## config.mk

```make
export PLATFORM = sky130hd
export DESIGN_NAME = led_pattern_gen
export DESIGN_NICKNAME = d
export VERILOG_FILES = /design/src/rtl/led_pattern_gen.sv
export SDC_FILE = /design/constraint.sdc
export NUM_CORES = 1
export LEC_CHECK = 0
export CAP_MARGIN = 10
export CORE_MARGIN = 2
export CORE_UTILIZATION = 40
export DETAILED_ROUTE_END_ITERATION = 10
export HOLD_SLACK_MARGIN = 0.05
export PLACE_DENSITY = 0.54
export SETUP_SLACK_MARGIN = 0.02
export SLEW_MARGIN = 30
export SYNTH_ARGS = -nofsm -noshare
export SYNTH_HDL_FRONTEND = slang
export SYNTH_SLANG_ARGS = --single-unit
```

## constraint.sdc

```tcl
create_clock -name clk -period 3.8 [get_ports clk]
set_input_delay 0.76 -clock clk [delete_from_list [all_inputs] [get_ports clk]]
set_output_delay 0.76 -clock clk [all_outputs]
set_load 0.005 [all_outputs]
```

## src/rtl/led_pattern_gen.sv

```systemverilog
// LED pattern generator: prescaled binary up/down, bouncing LED and Gray-code
// displays with run/pause, single-step and a step strobe.
module led_pattern_gen #(
    parameter int WIDTH = 8,
    parameter int DIV   = 64000000,
    parameter int DIV_W = 32
) (
    input  logic             clk,
    input  logic             reset,
    input  logic [1:0]       mode,
    input  logic             run,
    input  logic             step,
    output logic [WIDTH-1:0] led,
    output logic             tick
);

    localparam int POS_W = (WIDTH > 1) ? $clog2(WIDTH) : 1;
    localparam logic [DIV_W-1:0] PRE_LAST = DIV_W'(DIV - 1);
    localparam logic [POS_W-1:0] POS_LAST = POS_W'(WIDTH - 1);

    typedef enum logic {
        DIR_UP   = 1'b0,
        DIR_DOWN = 1'b1
    } dir_t;

    logic [DIV_W-1:0] pre;
    logic [WIDTH-1:0] cnt;
    logic [POS_W-1:0] pos;
    dir_t             dir;
    logic             step_q;
    logic             adv;

    // While paused only a fresh rising edge of step advances the pattern.
    always_comb begin
        adv = run ? (pre == PRE_LAST) : (step & ~step_q);
    end

    assign tick = adv;

    always_ff @(posedge clk or posedge reset) begin
        if (reset) begin
            pre    <= '0;
            step_q <= 1'b0;
        end else begin
            step_q <= step;
            if (!run || adv) begin
                pre <= '0;
            end else begin
                pre <= pre + DIV_W'(1);
            end
        end
    end

    always_ff @(posedge clk or posedge reset) begin
        if (reset) begin
            cnt <= '0;
            pos <= '0;
            dir <= DIR_UP;
        end else if (adv) begin
            case (mode)
                2'd0, 2'd3: cnt <= cnt + WIDTH'(1);
                2'd1:       cnt <= cnt - WIDTH'(1);
                default: begin
                    // The turnaround step moves away from the end immediately.
                    if (dir == DIR_UP) begin
                        if (pos < POS_LAST) begin
                            pos <= pos + POS_W'(1);
                        end else begin
                            pos <= pos - POS_W'(1);
                            dir <= DIR_DOWN;
                        end
                    end else begin
                        if (pos != '0) begin
                            pos <= pos - POS_W'(1);
                        end else begin
                            pos <= pos + POS_W'(1);
                            dir <= DIR_UP;
                        end
                    end
                end
            endcase
        end
    end

    always_comb begin
        led = cnt;
        case (mode)
            2'd0, 2'd1: led = cnt;
            2'd2:       led = WIDTH'(1) << pos;
            default:    led = cnt ^ (cnt >> 1);
        endcase
    end

endmodule
```

==> run_results.csv <==
group,metric,value,unit
status,status,"finished with violations",
status,failed_checks,"DRC",
pwr,p_leak,0.001267,µW
route,drtPass1Iterations,8,
route,avgViaCountPerCell,5.403,
layout,layout.nets,324,
logic_synthesis,syn-cell-area,2671,µm²
sta,slew_violations,0,
clock_tree,root_buffer,"clkbuf_8",
sta,rsz0062_at_grt,"no",
pwr,peakVddDrop,0.1948,mV
logic_synthesis,ys_types,43,
route,wire_per_inst,14.68,µm
sta,max_slew_margin,0.4057,
global_route,track_usage,0.1674,
global_route,grt_max_degree,46,
worst_setup_path,critPathMaxFanout,4,
sta,holdWs,0.5051,ns
worst_setup_path,reg2regPathDepth,8,
logic_synthesis,netlist_instances,297,
global_route,antenna_found_initial,0,
floorplan,dieWidth,85.72,µm
route,drtAntennaViolNets,0,
sta,fin_crit,3.439,ns
worst_setup_path,arrival,2.68,ns
clock_tree,clk_latency,0.30,ns
floorplan,die_h,85.72,µm
worst_hold_path,hp-class,"reg2reg",
layout,syn_to_final_growth,11.80,%
placement,portBuffers,14,
worst_setup_path,worst_path_largest_cell_delay,0.53,ns
logic_synthesis,synthMuxAreaShare,0.007963,
logic_synthesis,synthAdderAreaFrac,0.04215,
placement,gp_congestion,0.7571,
global_route,grt_pass1_vias,2023,
logic_synthesis,synth_top_family_by_area,"simple AND/OR/NAND/NOR gates",
logic_synthesis,synth-compound-area-share,0.1059,
layout,drive_gt1_frac,0.07097,
route,routed_wl,5683,µm
clock_tree,cts_resized,0,
global_route,overflow,0,
worst_setup_path,crit_chain,"clkdlybuf4s50_1, nor3b_1, nand4_1, or3_1, nand2_1, clkdlybuf4s50_1",
sta,post-route-period-util,0.9049,
flow_run,cap_violations,0,
clock_tree,cts_tree,"yes",
clock_tree,post_cts_buffers,0,
worst_setup_path,setup.worst_path.end_class,"output pin",
floorplan,pin_count,15,
placement,dp_hpwl,3972,µm
floorplan,die_area,7348,µm²
logic_synthesis,synthSimpleGateAreaFrac,0.2595,
logic_synthesis,ys_ff_latch,45,
logic_synthesis,synth_nets,312,
floorplan,fp-row-count,29,
worst_setup_path,path_common_cell,"clkdlybuf4s50_1",
route,routed-via-count,2091,
worst_setup_path,cp_slowest_cell,"clkdlybuf4s50_1",
worst_setup_path,required,3.04,ns
clock_tree,path_clk_slew,0.08,ns
sta,worstMarginPinSlew,0.8847,ns
clock_tree,numCtsBuffers,5,
floorplan,start_util,0.4159,
clock_tree,h-tree-depth,2,
clock_tree,ctsHoldBuffers,0,
global_route,grt_pass1_wl,9853,µm
sta,max_freq,290.8,MHz
sta,finalSetupTns,0,ns
logic_synthesis,yosys_warnings,0,
logic_synthesis,avgSynthCellArea,8.994,µm²
logic_synthesis,synth_xor_area_frac,0.1246,
clock_tree,cts_sinks,45,
worst_setup_path,path_class,"in2out",
pwr,p_per_area,428.8,nW/µm²
floorplan,core,6422,µm²
worst_hold_path,holdPathStages,1,
sta,fin_skew,0.009760,ns
sta,setup_violations,0,
sta,hold_violations,0,
layout,antenna_cells,0,
logic_synthesis,ys_seq_area_frac,0.4215,
clock_tree,cts_buffer_depth,2,
route,drtIter0Drc,80,
worst_setup_path,start_kind,"input pin",
route,drc_errors,3,
-- layout make-up --
class,instances,area [µm²]
clock buffers,7,86.33
clock inverters,1,30.03
fillers,645,3436
inverters,9,35.03
multi-input cells,230,1443
flip-flops and latches,45,1126
well taps,77,96.34
repair buffers,18,170.2
-- path summary, 6_finish.rpt --
kind,to,slack (ns),start
max,tick,0.36,run
min,pre[0],0.51,pre[0]
max reg2reg,pre[18],1.32,pre[0]
min reg2reg,pre[0],0.51,pre[0]
max in group asynchronous,cnt[3],2.41,reset
min in group asynchronous,pre[3],0.89,reset
-- cell usage in the layout, fill, tap and decap left out, types with 8 or more instances in the layout --
master,synthesis,layout
nand2_1,28,28
a21oi_1,17,17
o21ai_0,9,9
dfrtp_1,45,45
inv_1,9,8
nand3_1,16,16
ha_1,9,9
nand4_1,13,13
xnor2_1,15,15
xor2_1,23,23
nor2_1,37,37
clkdlybuf4s50_1,0,14
-- state kept, by name, summed over array words and instances, names as in the netlist --
name,cells
dir,1
step_q,1
pre,32
pos,3
cnt,8
-- metrics by stage --
| stage | area, µm² | instances | util | total power (µW) | setup WS [ns] |
|---|---|---|---|---|---|
| 3_5_place_dp | 2869 | 379 | 0.4467 | 916.7 | 0.3334 |
| 5_1_grt | 2987 | 387 | 0.4650 | 1373 | 0.2124 |
| 6_report | 2987 | 387 | 0.4650 | 1281 | 0.3615 |
| 2_1_floorplan | 2671 | 297 | - | 813.2 | 1.172 |
| 4_1_cts | 2985 | 387 | 0.4648 | 1300 | 0.3327 |
| 3_3_place_gp | 2869 | 379 | 0.4467 | 913.5 | 0.3600 |
-- logic make-up after synthesis --
logic type / Yosys count
adder cells (fa/ha/maj): 9
multiplexers: 2
flip-flops: 45
XOR/XNOR: 38
AND/OR/NAND/NOR: 136
buffers and inverters: 22
AO/OA/AOI/OAI: 45
-- Yosys cell counts --
cell	count	area (µm²)
nand3_1	16	80.08
o22ai_1	1	6.260
or3_1	5	31.28
nor4_1	4	25.02
mux2i_1	1	10.01
xor2_1	23	201.4
dfrtp_1	45	1126
o21a_1	1	7.510
nand2_1	28	105.1
a21o_1	2	15.01
xnor2_1	15	131.4
or2b_1	1	7.510
nand4_1	13	81.33
o22a_1	1	8.760
nor4b_1	2	17.52
a221oi_1	1	8.760
a31oi_1	3	18.77
or4_1	2	15.01
a221oi_2	1	15.01
and3_1	5	31.28
nor3b_1	1	7.510
ha_1	9	112.6
a21oi_2	1	8.760
a31o_2	2	17.52
a21oi_1	17	85.08
a22o_1	1	8.760
or2_2	3	18.77
or4b_4	1	13.76
inv_1	9	33.78
or4_4	1	11.26
clkbuf_1	7	26.28
nor3_1	6	30.03
nor2_1	37	138.9
a211oi_1	1	7.510
nor2b_1	2	12.51
buf_6	2	22.52
nand2b_1	5	31.28
buf_2	4	20.02
o21ai_0	9	45.04
a22oi_1	3	22.52
o31ai_1	1	7.510
and4_1	4	35.03
mux2_2	1	11.26
-- worst max-delay path: cells and delay by family --
family        cells  cell delay [ns]
simple gates      4             0.87
buf+inv           2             1.04
-- report_power, final --
group | switching, µW | internal (µW)
combinational | 150 | 160
sequential | 74.8 | 518
clock | 163 | 215
total | 388 | 893
-- metal layers --
metal  track usage  vias to the layer above  wire length (µm)
met2        0.2727                       29              2593
li1              -                     1059                 -
met1        0.2260                      997              2888
met3       0.03272                        6               128
met5             0                        -                 0
met4       0.05195                        0                72
No activity file was read; power rests on OpenSTA's default activity.
